### src/rtl/key_select_ctrl.sv
// Debounced four-key front end producing a latched active-low one-hot mode code.
// Optional LONG_PRESS_CLR_EN: holding the selected key for LONG_MAX cycles clears the selection.
module key_select_ctrl #(
  parameter int unsigned CNT_DB   = 1_000_000,
  parameter int unsigned LONG_MAX = 100_000_000
) (
  input  logic       clk,
  input  logic       rst_n,
  input  logic [3:0] key_in,
  output logic [3:0] key_code,
  output logic       key_valid,
  output logic [3:0] key_stable
);

  if (CNT_DB < 2 || CNT_DB > 2**20 || LONG_MAX < 2 || LONG_MAX > 2**27) begin : g_bad_param
    $error("key_select_ctrl: CNT_DB or LONG_MAX out of range");
  end

  localparam logic [19:0] DB_LAST = 20'(CNT_DB - 1);

  logic [3:0]  sync1, sync2;
  logic [3:0]  key_stable_d;
  logic [19:0] db_cnt [4];
  logic [3:0]  press;
  logic        press_any;
  logic [1:0]  press_idx;
  logic [3:0]  code_next;
  logic        lp_fire;

  assign press     = key_stable_d & ~key_stable;
  assign press_any = |press;

  // Lowest asserted index wins when several keys land on the same cycle.
  always_comb begin
    press_idx = 2'd0;
    for (int i = 3; i >= 0; i--) begin
      if (press[i]) press_idx = 2'(i);
    end
  end

  assign code_next = key_code[press_idx] ? ~(4'b0001 << press_idx) : 4'b1111;

`ifdef LONG_PRESS_CLR_EN
  localparam logic [26:0] LP_LAST = 27'(LONG_MAX - 1);

  logic [26:0] lp_cnt;
  logic        held_sel;

  assign held_sel = |(~key_code & ~key_stable);
  assign lp_fire  = held_sel && (lp_cnt == LP_LAST);

  always_ff @(posedge clk or negedge rst_n) begin
    if (!rst_n) begin
      lp_cnt <= '0;
    end else if (!held_sel || press_any || lp_fire) begin
      lp_cnt <= '0;
    end else begin
      lp_cnt <= lp_cnt + 27'd1;
    end
  end
`else
  assign lp_fire = 1'b0;
`endif

  always_ff @(posedge clk or negedge rst_n) begin
    if (!rst_n) begin
      sync1        <= '1;
      sync2        <= '1;
      key_stable   <= '1;
      key_stable_d <= '1;
      key_code     <= '1;
      key_valid    <= 1'b0;
      for (int i = 0; i < 4; i++) db_cnt[i] <= '0;
    end else begin
      sync1        <= key_in;
      sync2        <= sync1;
      key_stable_d <= key_stable;
      for (int i = 0; i < 4; i++) begin
        if (sync2[i] == key_stable[i]) begin
          db_cnt[i] <= '0;
        end else if (db_cnt[i] == DB_LAST) begin
          key_stable[i] <= sync2[i];
          db_cnt[i]     <= '0;
        end else begin
          db_cnt[i] <= db_cnt[i] + 20'd1;
        end
      end
      // A long-press clear overrides a coincident toggle; either way one pulse.
      key_valid <= press_any | lp_fire;
      if (lp_fire) begin
        key_code <= 4'b1111;
      end else if (press_any) begin
        key_code <= code_next;
      end
    end
  end

endmodule

### config.mk
export PLATFORM = sky130hd
export DESIGN_NAME = key_select_ctrl
export DESIGN_NICKNAME = d
export VERILOG_FILES = /design/src/rtl/key_select_ctrl.sv
export SDC_FILE = /design/constraint.sdc
export NUM_CORES = 1
export LEC_CHECK = 0
export BUFFER_PORTS_ARGS = -buffer_cell sky130_fd_sc_hd__buf_2
export CORE_AREA = 5 5 75 146
export CTS_BUF_LIST = sky130_fd_sc_hd__clkbuf_16
export CTS_CLUSTER_SIZE = 8
export DETAILED_ROUTE_END_ITERATION = 12
export DIE_AREA = 0 0 80 151
export HOLD_SLACK_MARGIN = 0.08
export PLACE_DENSITY_LB_ADDON = 0.08
export RECOVER_POWER = 100
export SKIP_CTS_REPAIR_TIMING = 1
export SYNTH_ARGS = -nofsm -noshare
export SYNTH_HDL_FRONTEND = slang
export SYNTH_SLANG_ARGS = --single-unit
### constraint.sdc
create_clock -name clk -period 2.4 [get_ports clk]
set_input_delay 0.48 -clock clk [delete_from_list [all_inputs] [get_ports clk]]
set_output_delay 0.48 -clock clk [all_outputs]
set_load 0.02 [all_outputs]
# Yosys cells after proc, flatten, opt, wreduce, memory -nomap -nowiden
# Index checks and enable logic that the tools add are counted.
# Widths: inputs -> output; s select.
# totals
register_bits	101
inputBits	6
out_inout_bits	9
elab_cells	54
# op_classes
addsub	4
n_lt_le_gt_ge	1
n_eq_ne	8
shift	1
n_mux	15
n_bitwise	7
n_reduce_logical	5
# ops
op	count
$mux 20	8
$add 20x1->20 const B	4
$eq 20x20->1 const B	4
$mux 2	4
$not 4->4	2
$reduce_and 2->1	4
$and 4x4->4	1
$eq 1x1->1	4
$mux 4	1
$not 1->1	4
$reduce_or 4->1	1
$shl 1x2->4 const A	1
$lt 2x3->1 const B	1
$bmux 1 s2	1
$mux 1	1

# Logic depth before layout (Yosys ltp)
# logic_depth
word_depth	9
ltp_mapped	6
depth_no_buf	5

# Worst setup path after synthesis
# Ideal clock, no wire load.
# synth_path
path_kind	register to register
startpoint	register db_cnt[60] (netlist name)
endpoint	register db_cnt[78] (netlist name)
setup_ns	0.074
arrival_time_ns	1.915
t_required_ns	2.326
slack_ns	0.410
path_stages_with_launch	7
n_path_buf	1
period_less_slack_ns	1.990
path_cell_list	dfrtp_1 ha_1 nand3_1 or4_1 buf_2 or4_4 a21oi_2
# synth_between
elab_chain_len	3
word_cells_on_any_way	4
cone_classes	1 x add/sub; 1 x eq/ne; 2 x mux
# synth_rtl
element	line	rtl
from (decl)	23	logic [19:0] db_cnt [4];
from (signal, indexed assignment)	85	db_cnt[i] <= db_cnt[i] + 20'd1;
$add 20x1->20 or $eq 20x20->1 (tied branches)	85, 81	
$mux 20 *	81	end else if (db_cnt[i] == DB_LAST) begin
$mux 20 *	79	if (sync2[i] == key_stable[i]) begin
# Every way passes the cells marked *; elsewhere a longest branch is shown, timed or not.
# A chain may end at the register's enable or synchronous reset.

# Final worst setup path
# Ends and elaborated chain as after synthesis.

==> impl_metrics.toml <==
[setup_path]
worst-path-buf-inv = 0
cpLargestDelayFamily = "simple AND/OR/NAND/NOR gates"
crit_type = "flip-flop to flip-flop"
r2r-end = "db_cnt[78]$_DFF_PN0_"
cp.required_ns = 2.67
r2r_setup_slack_ns = 0.30
worst-endpoint-arrival_ns = 2.37
crit_chain = "ha_1 > nand3_1 > or4_1 > or4_1 > a21oi_2"
cp_slowest_stage_delay_ns = 0.65
r2r-start = "db_cnt[60]$_DFF_PN0_"
cp_slowest_cell = "or4_1"
crit_path_start_kind = "flip-flop"
reg2reg_depth = 5
cpMostUsedCell = "or4_1"
crit_fanout = 7
endpoint_kind = "flip-flop"

[sta]
setup_viol = 0
clock_skew_ns = 0.0136
slew_violations = 30
grt_setup_unrepaired = "false"
min_period_ns = 2.10
worstMarginPinSlew_ns = 1.64
max_freq_mhz = 476
setup-tns-final_ns = 0
timing.final.crit_share_pct = 87.5
slew_headroom_pct = -9.10
hold_ws_ns = 0.230
final_hold_viol_count = 0

[layout]
drive_above_1_share_pct = 10.9
nNetsFinal = 493
multiInputGateArea_sq_mm = 0.00207
area_delta_synth_final_pct = 11.5
ff_latch_area_sq_mm = 0.00255
antenna_cells = 0
fillerInstances = 910

[global_routing]
grt_antenna_before_repair = 0
grt_max_degree = 48
grt_pass1_vias = 3437
grt_overflow = 0
grt_pass1_wl_um = 15700
grt_usage_pct = 16.6

[synth]
synth_most_common_cell = "dfrtp_1"
synth_edf_count = 0
ys_seq_area_share_pct = 53.9
synthesis.nets = 473
syn_inst = 463
synth_cell_types = 42
avgSynthCellArea_sq_um = 10.2
yosys.area.top_type = "dfrtp_1"
syn-cell-area_sq_mm = 0.00473
ys_top_cells_by_count = "81 x dfrtp_1, 68 x nor2_1, 33 x xnor2_1"
ys.flop_type = "dfrtp_1"
ys_warn_count = 0
ys_seq_elements = 101
synth.area.top_cells = "dfrtp_1 43%, dfstp_2 11%, xnor2_1 6.1%"
synth_top_area_share_pct = 42.8
async_flop_share_pct = 100

[clock_tree]
cts_tree = "built"
cts_made_buffers = 9
clock_path_buffers = 2
cts_num_sinks = 101
clock_latency_ns = 0.34
root_buffer = "clkbuf_16"
h-tree-depth = 3
clk_pin_slew_ns = 0.07

[routing]
wl_um = 9120
drc = 0
via_per_inst = 5.54
ant_nets = 0
drt_iter0_markers = 137
post_drt_wl_per_cell_um = 14.7
vias = 3434
dr.pass1.iters = 4

[die]
die_y_um = 151
coreArea_sq_mm = 0.00970
start_util_pct = 48.8
fp.dieW_um = 80
io_pins = 15
rows = 51
dieArea_sq_mm = 0.0121

[min_path]
hold_end = "sync1[3]$_DFF_PN1_"
hold_depth = 1
worstHoldStart = "key_in[3]"
hold_path.class = "input port to flip-flop"

[run_status]
violations = "max-capacitance violations, max-slew violations"
status = "complete, but fails checks"

[placed_design]
numPortBuffers = 14
gp_congestion = 0.795
dp_hpwl_um = 6620

[power_and_ir_drop]
power_w = 0.00338
powerDensity_mw_per_mm2 = 641
ir_worst_vdd_uv = 557
p_leak_nw = 2.06

[job]
maxCapViolCount = 1
[cells by family after synthesis]
family / Yosys count / share of synthesized area (%)
compound gates: 49 / 6.32
xor+xnor: 56 / 10.4
fa+ha+maj: 4 / 1.06
buf+inv: 28 / 2.27
flops: 101 / 53.9
mux: 4 / 0.952
simple gates: 221 / 25.1
[layout make-up]
type / instances / share of cell area [%]
Sequential cell: 101 / 48.4
Multi-Input combinational cell: 334 / 39.2
Clock buffer: 9 / 4.27
Tap cell: 132 / 3.13
Timing Repair Buffer: 22 / 2.21
Clock inverter: 7 / 1.75
Inverter: 15 / 1.07
[how the worst max path moves through the flow]
stage	start	end	slack [ns]	cells past startpoint
final	db_cnt[60]$_DFF_PN0_	db_cnt[78]$_DFF_PN0_	0.30	5
after global routing	db_cnt[20]$_DFF_PN0_	db_cnt[34]$_DFF_PN0_	0.11	6
after CTS	db_cnt[60]$_DFF_PN0_	db_cnt[78]$_DFF_PN0_	0.30	5
after detailed placement	db_cnt[60]$_DFF_PN0_	db_cnt[78]$_DFF_PN0_	0.29	5
after global placement	db_cnt[60]$_DFF_PN0_	db_cnt[78]$_DFF_PN0_	0.34	5
after floorplan	db_cnt[60]$_DFF_PN0_	db_cnt[78]$_DFF_PN0_	0.41	6
[per-stage QoR]
stage / cells / util [%] / area (sq um) / setup slack [ns]
6_report: 620 / 54.4 / 5280 / 0.301
5_1_grt: 620 / 54.4 / 5280 / 0.112
4_1_cts: 620 / 54.8 / 5320 / 0.295
3_5_place_dp: 604 / 51.6 / 5000 / 0.289
3_3_place_gp: 604 / 51.6 / 5000 / 0.344
2_1_floorplan: 463 / - / 4730 / 0.410
[flip-flops by register name (all words and copies together), names as in the netlist]
name and count:
key_valid 1, key_stable_d 4, key_stable 4, db_cnt 80, sync2 4, key_code 4, sync1 4
[cells in the final DEF (no fill, tap or decap), drive strengths merged, types with 2 or more instances in the layout]
master / n
a21oi: 22
a31oi: 2
and3: 6
and4: 3
buf: 7
bufinv: 2
clkbuf: 24
clkinv: 3
dfrtp: 81
dfstp: 20
ha: 4
inv: 16
mux2: 4
nand2: 22
nand2b: 2
nand3: 30
nand3b: 2
nand4: 18
nand4b: 3
nand4bb: 2
nor2: 68
nor2b: 4
nor3: 12
nor3b: 2
nor4: 13
nor4b: 4
o21ai: 10
o31ai: 11
o41ai: 2
or2: 3
or3: 10
or4: 13
or4b: 2
xnor2: 33
xor2: 23
[routing by layer]
layer  up-vias  track usage, %  routed length, um
li1       1678               -                  -
met1      1718            18.9               3790
met2        30            28.9               4950
met3         8            3.69                209
met4         0            7.70                167
met5         -               0                  0
[power by group]
group	leakage, nW	switching [W]	total, W	internal, W
clock	0.154	0.000617	0.00153	0.000910
combinational	0.575	0.0000710	0.0000989	0.0000278
sequential	1.33	0.0000230	0.00175	0.00173
[worst register-to-register path, cell delays in order, from the launching register on]
cell and delay (ns):
dfrtp_1 0.39, ha_1 0.22, nand3_1 0.12, or4_1 0.65
or4_1 0.53, a21oi_2 0.14
(Power assumes the default switching activity.)
